$ cat config.mk
export PLATFORM = sky130hd
export DESIGN_NAME = isqrt_iterative
export DESIGN_NICKNAME = d
export VERILOG_FILES = /design/src/rtl/isqrt_iterative.sv
export SDC_FILE = /design/constraint.sdc
export NUM_CORES = 1
export LEC_CHECK = 0
export BUFFER_PORTS_ARGS = -buffer_cell sky130_fd_sc_hd__buf_2
export CORE_MARGIN = 2
export CORE_UTILIZATION = 40
export DETAILED_ROUTE_END_ITERATION = 16
export GPL_TIMING_DRIVEN = 0
export PLACE_DENSITY_LB_ADDON = 0.12
export SYNTH_ARGS = -nofsm -noshare
export SYNTH_HDL_FRONTEND = slang
export SYNTH_SLANG_ARGS = --single-unit
$ cat constraint.sdc
create_clock -name clk -period 3.5 [get_ports clk]
set_clock_uncertainty 0.15 [all_clocks]
set_input_delay 0.35 -clock clk [delete_from_list [all_inputs] [get_ports clk]]
set_output_delay 0.35 -clock clk [all_outputs]
set_load 0.005 [all_outputs]
$ cat src/rtl/isqrt_iterative.sv
// ----------------------------------------------------------------------------
// isqrt_iterative
//   Iterative restoring integer square root. One root bit is resolved per
//   clock, so a 2*NUMBITS-bit radicand finishes in NUMBITS cycles. Produces
//   floor(sqrt(x)) and the remainder x - root^2.
//
// Ports
//   clk        rising-edge clock
//   rst_n      synchronous active-low reset
//   in_valid   radicand on in_data is valid
//   in_ready   block can accept a radicand (high only in IDLE)
//   in_data    radicand x, unsigned, 2*NUMBITS bits
//   out_valid  out_root/out_rem hold a finished result
//   out_ready  consumer accepts the result
//   out_root   floor(sqrt(x)), NUMBITS bits
//   out_rem    x - out_root^2, NUMBITS+1 bits (never exceeds 2*out_root)
//   busy       high while calculating or holding a result
// ----------------------------------------------------------------------------
module isqrt_iterative #(
    parameter int NUMBITS = 32
) (
    input  logic                   clk,
    input  logic                   rst_n,
    input  logic                   in_valid,
    output logic                   in_ready,
    input  logic [2*NUMBITS-1:0]   in_data,
    output logic                   out_valid,
    input  logic                   out_ready,
    output logic [NUMBITS-1:0]     out_root,
    output logic [NUMBITS:0]       out_rem,
    output logic                   busy
);

    localparam int CW = (NUMBITS > 1) ? $clog2(NUMBITS) : 1;

    typedef enum logic [1:0] {
        IDLE,
        CALC,
        DONE
    } state_t;

    state_t                 state;
    logic [2*NUMBITS-1:0]   shreg;   // radicand, consumed two bits per step from the top
    logic [NUMBITS+1:0]     rem;     // partial remainder
    logic [NUMBITS-1:0]     root;    // partial root
    logic [CW-1:0]          cnt;     // steps remaining after the current one

    // One restoring step, evaluated from the current registers.
    // The remainder never exceeds 2*root, so before the shift-in its value fits
    // in NUMBITS bits; the trial value is formed wide so every register bit
    // takes part in the compare and subtract.
    logic [NUMBITS+3:0]     r_wide;
    logic [NUMBITS+3:0]     t_wide;
    logic                   ge;
    logic [NUMBITS+1:0]     rem_next;
    logic [NUMBITS-1:0]     root_next;

    // NOTE: every always_comb output is assigned on every path through the
    // block, so no storage (latch) can be inferred.
    always_comb begin
        r_wide    = {rem, shreg[2*NUMBITS-1 -: 2]};
        t_wide    = {2'b00, root, 2'b01};
        ge        = (r_wide >= t_wide);
        rem_next  = ge ? (NUMBITS+2)'(r_wide - t_wide) : r_wide[NUMBITS+1:0];
        root_next = {root[NUMBITS-2:0], ge};
    end

    // NOTE: sequential state uses non-blocking assignments only, so every
    // register samples the pre-edge value of every other register.
    always_ff @(posedge clk) begin
        // NOTE: reset is synchronous and clears the datapath registers as well
        // as the control state, so an aborted calculation leaves nothing behind.
        if (!rst_n) begin
            state     <= IDLE;
            in_ready  <= 1'b1;
            out_valid <= 1'b0;
            out_root  <= '0;
            out_rem   <= '0;
            busy      <= 1'b0;
            shreg     <= '0;
            rem       <= '0;
            root      <= '0;
            cnt       <= '0;
        end else begin
            case (state)
                IDLE: begin
                    // in_ready is high throughout IDLE, so in_valid alone accepts.
                    if (in_valid) begin
                        shreg    <= in_data;
                        rem      <= '0;
                        root     <= '0;
                        cnt      <= CW'(NUMBITS - 1);
                        in_ready <= 1'b0;
                        busy     <= 1'b1;
                        state    <= CALC;
                    end
                end

                CALC: begin
                    shreg <= {shreg[2*NUMBITS-3:0], 2'b00};
                    rem   <= rem_next;
                    root  <= root_next;
                    cnt   <= cnt - CW'(1);
                    if (cnt == '0) begin
                        // Final step: publish the result straight from the step logic.
                        out_root  <= root_next;
                        out_rem   <= rem_next[NUMBITS:0];
                        out_valid <= 1'b1;
                        state     <= DONE;
                    end
                end

                DONE: begin
                    // out_root/out_rem are left as-is on the way back to IDLE.
                    if (out_ready) begin
                        out_valid <= 1'b0;
                        in_ready  <= 1'b1;
                        busy      <= 1'b0;
                        state     <= IDLE;
                    end
                end

                default: begin
                    state <= IDLE;
                end
            endcase
        end
    end

endmodule

==> impl_results.md, run 1 <==
* Post-synth top cells: dfxtp_1, nor2_1, nand2_1, a21oi_1, o21ai_0
* Sw Share at 37.3%
* Buf+Inv Stages, Crit Path at 3
* ANT nets after route at 0
* Global-route wire length before repair at 49,000 um
* DPL Wire Length at 22,500 um
* Reg clk slew, reported paths at 0.06 ns
* Post-synthesis register bit count at 205
* Fillers at 2,487
* Input/output buffers at 134
* DR WL/cell at 17.4 um
* Worst-Skew Late Latency at 0.51 ns
* Synthesis Warnings at 0
* Vias per cell at 5.42
* Max IR drop VDD at 0.375 mV
* Clock sinks at 205
* R2r startpoint: root[17]
* Max Cap Viol at 0
* WP data arrival at 3.54 ns
* Post-synth EDFFs at 0
* Part of the Yosys area used for sequential elements at 41.1%
* Crit-path max FO at 10
* Yosys top cell area share at 41.1%
* Grt ovf at 0
* Clock share of power at 28.8%
* Reg2reg end: out_rem[18]
* Die H at 162 um
* Most frequent cell after synthesis: dfxtp_1
* Die ar. at 0.0262 mm^2
* Critical hold path startpoint: out_ready
* Die width at 162 um
* Async SR Flop Fraction at 0%
* H-tree levels at 1
* Worst setup SP type: flip-flop
* Cell row count at 57
* Most used DFF post-synth: dfxtp_1
* Layout cell share with drive strength beyond 1 at 14.7%
* Crit. End Element: flip-flop
* Vias in the first global route at 9,179
* Combinational fraction of design power at 39.8%
* I/O pins at 136
* Setup violators final at 0
* Total wire length at 31,100 um
* Worst hold path type: in -> reg
* Worst slew pin tran at 0.937 ns
* Tcrit/Tclk final at 92.7%
* # diodes at 0
* Pwr Density at 692 mW/mm^2
* Critical-path top delay cell: a21oi_1
* Max-slew violation count at 0
* RSZ-0062 raised after global routing: no
* WHS Endpoint: in_ready
* Initial antenna violation count at 0
* Fmax at 308 MHz
* # DRC at 0
* Area growth syn-to-layout at 22.9%
* Hold Crit Depth at 3
* Post-CTS Setup Repair Bufs at 0
* Largest net degree at the start of global routing at 14
* Clk Tree Root Cell: clkbuf_16
* Sum Neg Setup Slack at 0 ns
* Crit path kind: reg -> reg
* Via Count at 9,702
* Mean Syn Cell Area at 8.01 um^2
* Max-slew headroom at 37.6%
* Leak at 5.09 nW
* CTS tree: yes
* R2R setup slack at 0.26 ns
* Drt pass-1 iters at 5
* Fin crit period at 3.24 ns
* CP required at 3.79 ns
* CP cell instances: inv_1 -> ha_1 -> buf_2 -> a21oi_1 -> nand2_1 -> a311o_1 -> o21ai_2 -> a21o_1 -> buf_6 -> a21oi_1 -> a21oi_1
* Syn nets at 1,351
* Most used cell, CP: a21oi_1
* Routability congestion estimate at 0.908
* CORE AREA at 0.0244 mm^2
* Area leader, netlist: dfxtp_1
* Worst reg2reg path depth at 11
* CP max stage delay at 0.44 ns
* Cells after Synth at 1,247
* Synth Cell Area at 0.00998 mm^2
* GRT Total Usage at 23.3%
* NetSw at 0.00317 W
* Initial Util at 40.9%
* CP top delay family: compound AO/OA/AOI/OAI gates
* Largest cells by area after synthesis: dfxtp_1, nor2_1, nand2_1, a21oi_1, ha_1
* Final Instance Area at 0.0123 mm^2
* CTS Buf Count at 23
* Final net count at 1,555
* Internal Dissipation at 0.00532 W
* Iteration-0 DRC count of the detailed router at 675
* Status: completed
* Placed inst area at 0.0111 mm^2
* Fin. Hold Viols at 0
* Register share of total power at 31.4%
* Synth unique cells at 71
* Clk buf depth at 3
worst max-delay path by stage:
| stage | startpoint | to | slack, ns | depth (start not counted) |
|---|---|---|---|---|
| floorplan | root[9] | out_rem[21] | 0.92 | 11 |
| global placement | cnt[0] | out_rem[21] | 0.11 | 7 |
| detailed placement | cnt[0] | out_rem[21] | 0.12 | 7 |
| CTS | cnt[0] | out_rem[21] | 0.08 | 7 |
| global route | root[21] | rem[31] | 0.09 | 12 |
| finish | root[17] | out_rem[18] | 0.26 | 11 |
cells in the final DEF, fill, tap and decap left out, drive strengths merged, types with 3 or more instances in the layout:
cell           n
a211oi         9
a21boi         3
a21o          14
a21oi        117
a22oi         34
a31oi          8
a32oi          8
a41oi          4
and2           6
and3           6
and4           7
buf          158
clkbuf        98
clkinv         3
dfxtp        205
dlygate4sd3   45
ha            36
inv           50
mux2i         23
nand2        155
nand2b         4
nand3         20
nand4          8
nor2         172
nor2b          3
nor3          14
nor4           4
o211ai        12
o21a           6
o21ai        121
o21bai         6
o221ai        45
o31ai          3
or3            4
xnor2         16
xor2          11
cells by family after synthesis:
logic type	Yosys count	synth area share, %
and+or+nand+nor	408	17.6
buffers and inverters	139	5.90
adders and majority gates	36	4.51
xor gates and xnor gates	27	2.37
muxes	25	2.53
AOI/OAI and AO/OA	407	26.0
DFF	205	41.1
power by group through the flow:
stage | Clock (W) | Sequential [W] | Combinational (W)
2_1_floorplan | 0 | 0.00269 | 0.00240
3_3_place_gp | 0 | 0.00271 | 0.00328
3_5_place_dp | 0 | 0.00271 | 0.00329
4_1_cts | 0.00250 | 0.00267 | 0.00335
5_1_grt | 0.00259 | 0.00269 | 0.00367
6_report | 0.00245 | 0.00267 | 0.00338
worst min-delay path: cells and delay by family:
family	cells	cell delay [ns]
buffers and inverters	1	0.10
AO/OA/AOI/OAI	2	0.21
timing repair:
item,CTS,global route
hold buffers,45,0
endpoints found under the setup margin,0,9
gates resized for setup,0,1
endpoints found under the hold margin,45,0
sequential cells by signal, indices dropped and copies added, names as in the netlist, 2 cells and up:
name / flops
root: 32
state: 2
out_rem: 33
rem: 34
shreg: 64
out_root: 32
cnt: 5
metrics by stage:
stage                     hold slack, ns  util, %  setup slack [ns]  power (W)  cells
after global placement             0.291     45.3             0.106    0.00600   1705
after floorplan                    0.277        -             0.925    0.00508   1247
after global routing              0.0519     50.3            0.0888    0.00895   1790
final                             0.0388     50.3             0.256    0.00849   1790
after CTS                         0.0171     50.3            0.0795    0.00852   1790
after detailed placement           0.295     45.3             0.119    0.00600   1705
metal layers:
| metal | global-route usage [%] | part of all wire, % |
|---|---|---|
| met1 | 31.0 | 45 |
| met2 | 39.1 | 46 |
| met3 | 3.52 | 5.3 |
| met4 | 7.28 | 3.0 |
| met5 | 0 | 0 |
final cells by class:
class / count / area (um^2) / area share, %
Multi-Input combinational cell: 903 / 5290 / 43.1
Sequential cell: 205 / 4100 / 33.4
Timing Repair Buffer: 179 / 1120 / 9.13
Clock buffer: 32 / 659 / 5.37
Buffer: 90 / 405 / 3.30
Tap cell: 324 / 405 / 3.30
Inverter: 49 / 184 / 1.50
Clock inverter: 8 / 103 / 0.836
Power figures use the tool's default switching activity.
==> inputs of run 2 (changes only) <==
--- a/config.mk
+++ b/config.mk
@@ -5,6 +5,7 @@
 export SDC_FILE = /design/constraint.sdc
 export NUM_CORES = 1
 export LEC_CHECK = 0
+export ABC_AREA = 1
 export BUFFER_PORTS_ARGS = -buffer_cell sky130_fd_sc_hd__buf_2
 export CORE_MARGIN = 2
 export CORE_UTILIZATION = 40
==> run 2 against run 1 <==
Against the previous run:
- non-clock buffer count up 5
- first-iteration DRC count up 14%
- final cell count up 22%
- global-route usage up 0.48 points
- worst hold slack worse by 0.024 ns
- count of clock-buffer cells in the layout down 4
- core utilization down 0.22 points
- via count up 12%
- critical path depth up 3
- register-to-register slack better by 0.46 ns
- routed wire length up 9.0%
- largest cell class unchanged
==> impl_results.md, run 2 <==
* CTS tree: yes
* Critical hold path startpoint: in_data[44]
* # DRC at 0 (unchanged)
* Worst-Skew Late Latency at 0.53 ns (+0.02 ns)
* ANT nets after route at 0 (unchanged)
* CTS Buf Count at 24 (+4.3%)
* Syn nets at 1,711 (+27%)
* Grt met1 use at 33.8% (+2.8 points)
* Initial Util at 40.6% (-0.37 points)
* Most frequent cell after synthesis: nand2_1
* Biggest register: shreg
* Async SR Flop Fraction at 0% (unchanged)
* Max reg flops at 64 (unchanged)
* DR WL/cell at 15.5 um (-11%)
* Crit path kind: reg -> reg
* Clk Tree Root Cell: clkbuf_16
* Post-synth EDFFs at 0 (unchanged)
* Reg clk slew, reported paths at 0.06 ns (about the same)
* Worst hold path type: in -> reg
* Die H at 169 um (+4.2%)
* Drt pass-1 iters at 5 (unchanged)
* Max-slew violation count at 0 (unchanged)
* Area leader, netlist: dfxtp_1
* Tcrit/Tclk final at 79.4% (-13 points)
* Total wire length at 33,900 um (+9.0%)
* Sum Neg Setup Slack at 0 ns (unchanged)
* Iteration-0 DRC count of the detailed router at 768 (+14%)
* DPL Wire Length at 25,700 um (+14%)
* Vias in the first global route at 10,100 (+10%)
* WP data arrival at 3.06 ns (-0.48 ns)
* Worst reg2reg path depth at 14 (+3)
* Combinational family with the most area after synthesis: simple AND/OR/NAND/NOR gates
* CORE AREA at 0.0268 mm^2 (+9.9%)
* I/O pins at 136 (unchanged)
* Critical Path Source: root[23]
* Die width at 169 um (+4.2%)
* Post-CTS Resized at 0 (unchanged)
* R2r startpoint: root[23]
* Max Cap Viol at 0 (unchanged)
* Worst slew pin tran at 1.10 ns (+0.161 ns)
* Most used DFF post-synth: dfxtp_1
* H-tree levels at 1 (unchanged)
* Grt ovf at 0 (unchanged)
* Post-synth top cells: nand2_1, dfxtp_1, inv_1, nor2_1, nand3_1
* WHS Endpoint: shreg[44]
* Crit. End Element: flip-flop
* Initial antenna violation count at 0 (unchanged)
* Via Count at 10,800 (+12%)
* Routability congestion estimate at 0.906 (-0.26%)
* Commonest non-fill, non-tap cell in the layout: nand2_1
* Hold Crit Depth at 3 (unchanged)
* Synthesis Warnings at 0 (unchanged)
* R2R setup slack at 0.72 ns (+0.46 ns)
* Fin crit period at 2.78 ns (-0.463 ns)
* Fmax at 360 MHz (+17%)
* Vias per cell at 4.94 (-8.8%)
* Simple-Gate Fraction of Synth Area at 30.3% (+13 points)
* Fin. Hold Viols at 0 (unchanged)
* Cells after Synth at 1,607 (+29%)
* # diodes at 0 (unchanged)
* Worst setup margin at 0.720 ns (+0.463 ns)
* Die ar. at 0.0285 mm^2 (+8.7%)
* Cell row count at 60 (+5.3%)
* Part of the Yosys area used for sequential elements at 37.7% (-3.4 points)
* Area growth syn-to-layout at 23.5%
* GRT Total Usage at 23.8% (+0.48 points)
* Largest cells by area after synthesis: dfxtp_1, nand2_1, inv_1, nand3_1, nor2_1
* GR Layer Usage met2 at 37.8% (-1.3 points)
* CP max stage delay at 0.39 ns (-0.05 ns)
* Fillers at 2,764 (+11%)
* Setup violators final at 0 (unchanged)
* Commonest non-fill, non-tap cells in the layout: nand2_1, inv_1, dfxtp_1
* Biggest regs: shreg: 64 flops, rem: 34 flops, out_rem: 33 flops
* CP required at 3.78 ns (about the same)
* Largest net degree at the start of global routing at 14 (unchanged)
* Synth Cell Area at 0.0109 mm^2 (+8.9%)
* GR Layer Usage met3 at 3.37% (-0.16 points)
* Post-synthesis register bit count at 205 (unchanged)
* Clock sinks at 205 (unchanged)
* CP cell instances: inv_1 -> ha_1 -> nand2_1 -> nand2_1 -> a21oi_2 -> nand2_2 -> a21oi_2 -> nand4_4 -> inv_1 -> nand2_1 -> nand2_1 -> nand2_1 -> nand2_1 -> inv_1
* Reg2reg end: out_rem[29]
* Crit-path max FO at 10 (unchanged)
* RSZ-0062 raised after global routing: no
* Critical-path top delay cell: dfxtp_1
* Clk buf depth at 3 (unchanged)
* Status: completed
* Final net count at 1,935 (+24%)
* Input/output buffers at 134 (unchanged)
* Most used cell, CP: nand2_1
* Synth Area in XOR/XNOR at 1.53% (-0.84 points)
* Adder-cell share of the synthesized area at 4.14% (-0.37 points)
* Mux share of post-synthesis cell area at 0% (-2.5 points)
* Most Crowded Layer GR: met2
* Yosys top cell area share at 37.7% (-3.4 points)
* Place WS at 0.714 ns (+0.595 ns)
* Max-slew headroom at 26.6% (-11 points)
* Global-route wire length before repair at 54,300 um (+11%)
* Worst setup SP type: flip-flop
* Mean Syn Cell Area at 6.77 um^2 (-16%)
* Synth unique cells at 43 (-39%)
* Layout cell share with drive strength beyond 1 at 13.0% (-1.6 points)
* Compound-Gate Fraction of Synth Area at 15.7% (-10 points)
## run 2: changes by cell type in the layout (fill, tap and decap cells not counted), moves of 23 or more
cell     change
nor2_1      -36
nand3_1     +83
inv_1      +157
a21oi_1     -36
a22oi_1     -34
nand2_1    +352
mux2i_1     -23
o21ai_1     -37
## run 2: layer usage
| layer | part of all wire [%] | wire length [um] | vias to the layer above |
|---|---|---|---|
| li1 | - | - | 5596 |
| met1 | 49 | 16600 | 4948 |
| met2 | 44 | 14800 | 230 |
| met3 | 4.8 | 1620 | 48 |
| met4 | 2.6 | 890 | 0 |
| met5 | 0 | 0 | - |
## run 2: repair_timing
item,in CTS,in global routing
hold endpoints to repair,65,0
setup buffers,0,0
hold buffers,64,0
## run 2: worst max path at each step
| stage | endpoint | slack [ns] | cells past startpoint |
|---|---|---|---|
| 2_1_floorplan | out_rem[29] | 1.36 | 14 |
| 4_1_cts | out_rem[29] | 0.74 | 14 |
| 6_report | out_rem[29] | 0.72 | 14 |
| 3_5_place_dp | rem[19] | 0.71 | 7 |
| 3_3_place_gp | out_rem[31] | 0.76 | 14 |
| 5_1_grt | out_rem[29] | 0.48 | 18 |
## run 2: worst max-delay path: cells and delay by family (launching register included)
family	cells	cell delay [ns]
buffers and inverters	3	0.44
DFF	1	0.39
adders and majority gates	1	0.38
AOI/OAI and AO/OA	2	0.39
and+or+nand+nor	8	0.93
## run 2: logic make-up (layout without fill, tap and decap cells)
family                     count (synthesis)  count (layout)
DFF                                      205             205
and+or+nand+nor                          793             793
adders and majority gates                 36              36
xor gates and xnor gates                  19              19
buffers and inverters                    289             530
AOI/OAI and AO/OA                        265             265
## run 2: stage by stage
step / util (%) / instances / hold WS (ns) / instance area [um^2]
2_1_floorplan: - / 1607 / 0.281 / 10900
3_3_place_gp: 44.7 / 2082 / 0.295 / 12000
3_5_place_dp: 44.7 / 2082 / 0.284 / 12000
4_1_cts: 50.1 / 2189 / 0.000576 / 13400
5_1_grt: 50.1 / 2189 / 0.0415 / 13400
6_report: 50.1 / 2189 / 0.0150 / 13400
## run 2: area by class of cell
cell class                 instances  area (um^2)  area share, %
inverter                         213          800           5.95
clock buffer                      28          626           4.66
buffer                            76          352           2.62
clock inverter                    15          194           1.44
sequential                       205         4100           30.6
multi-input combinational       1113         5620           41.8
timing repair buffer             198         1310           9.76
tap                              341          427           3.18
Power of run 2 is left out: the tool's default activity adds up to more than one toggle a clock period on the data nets, which glitch-free logic cannot reach.
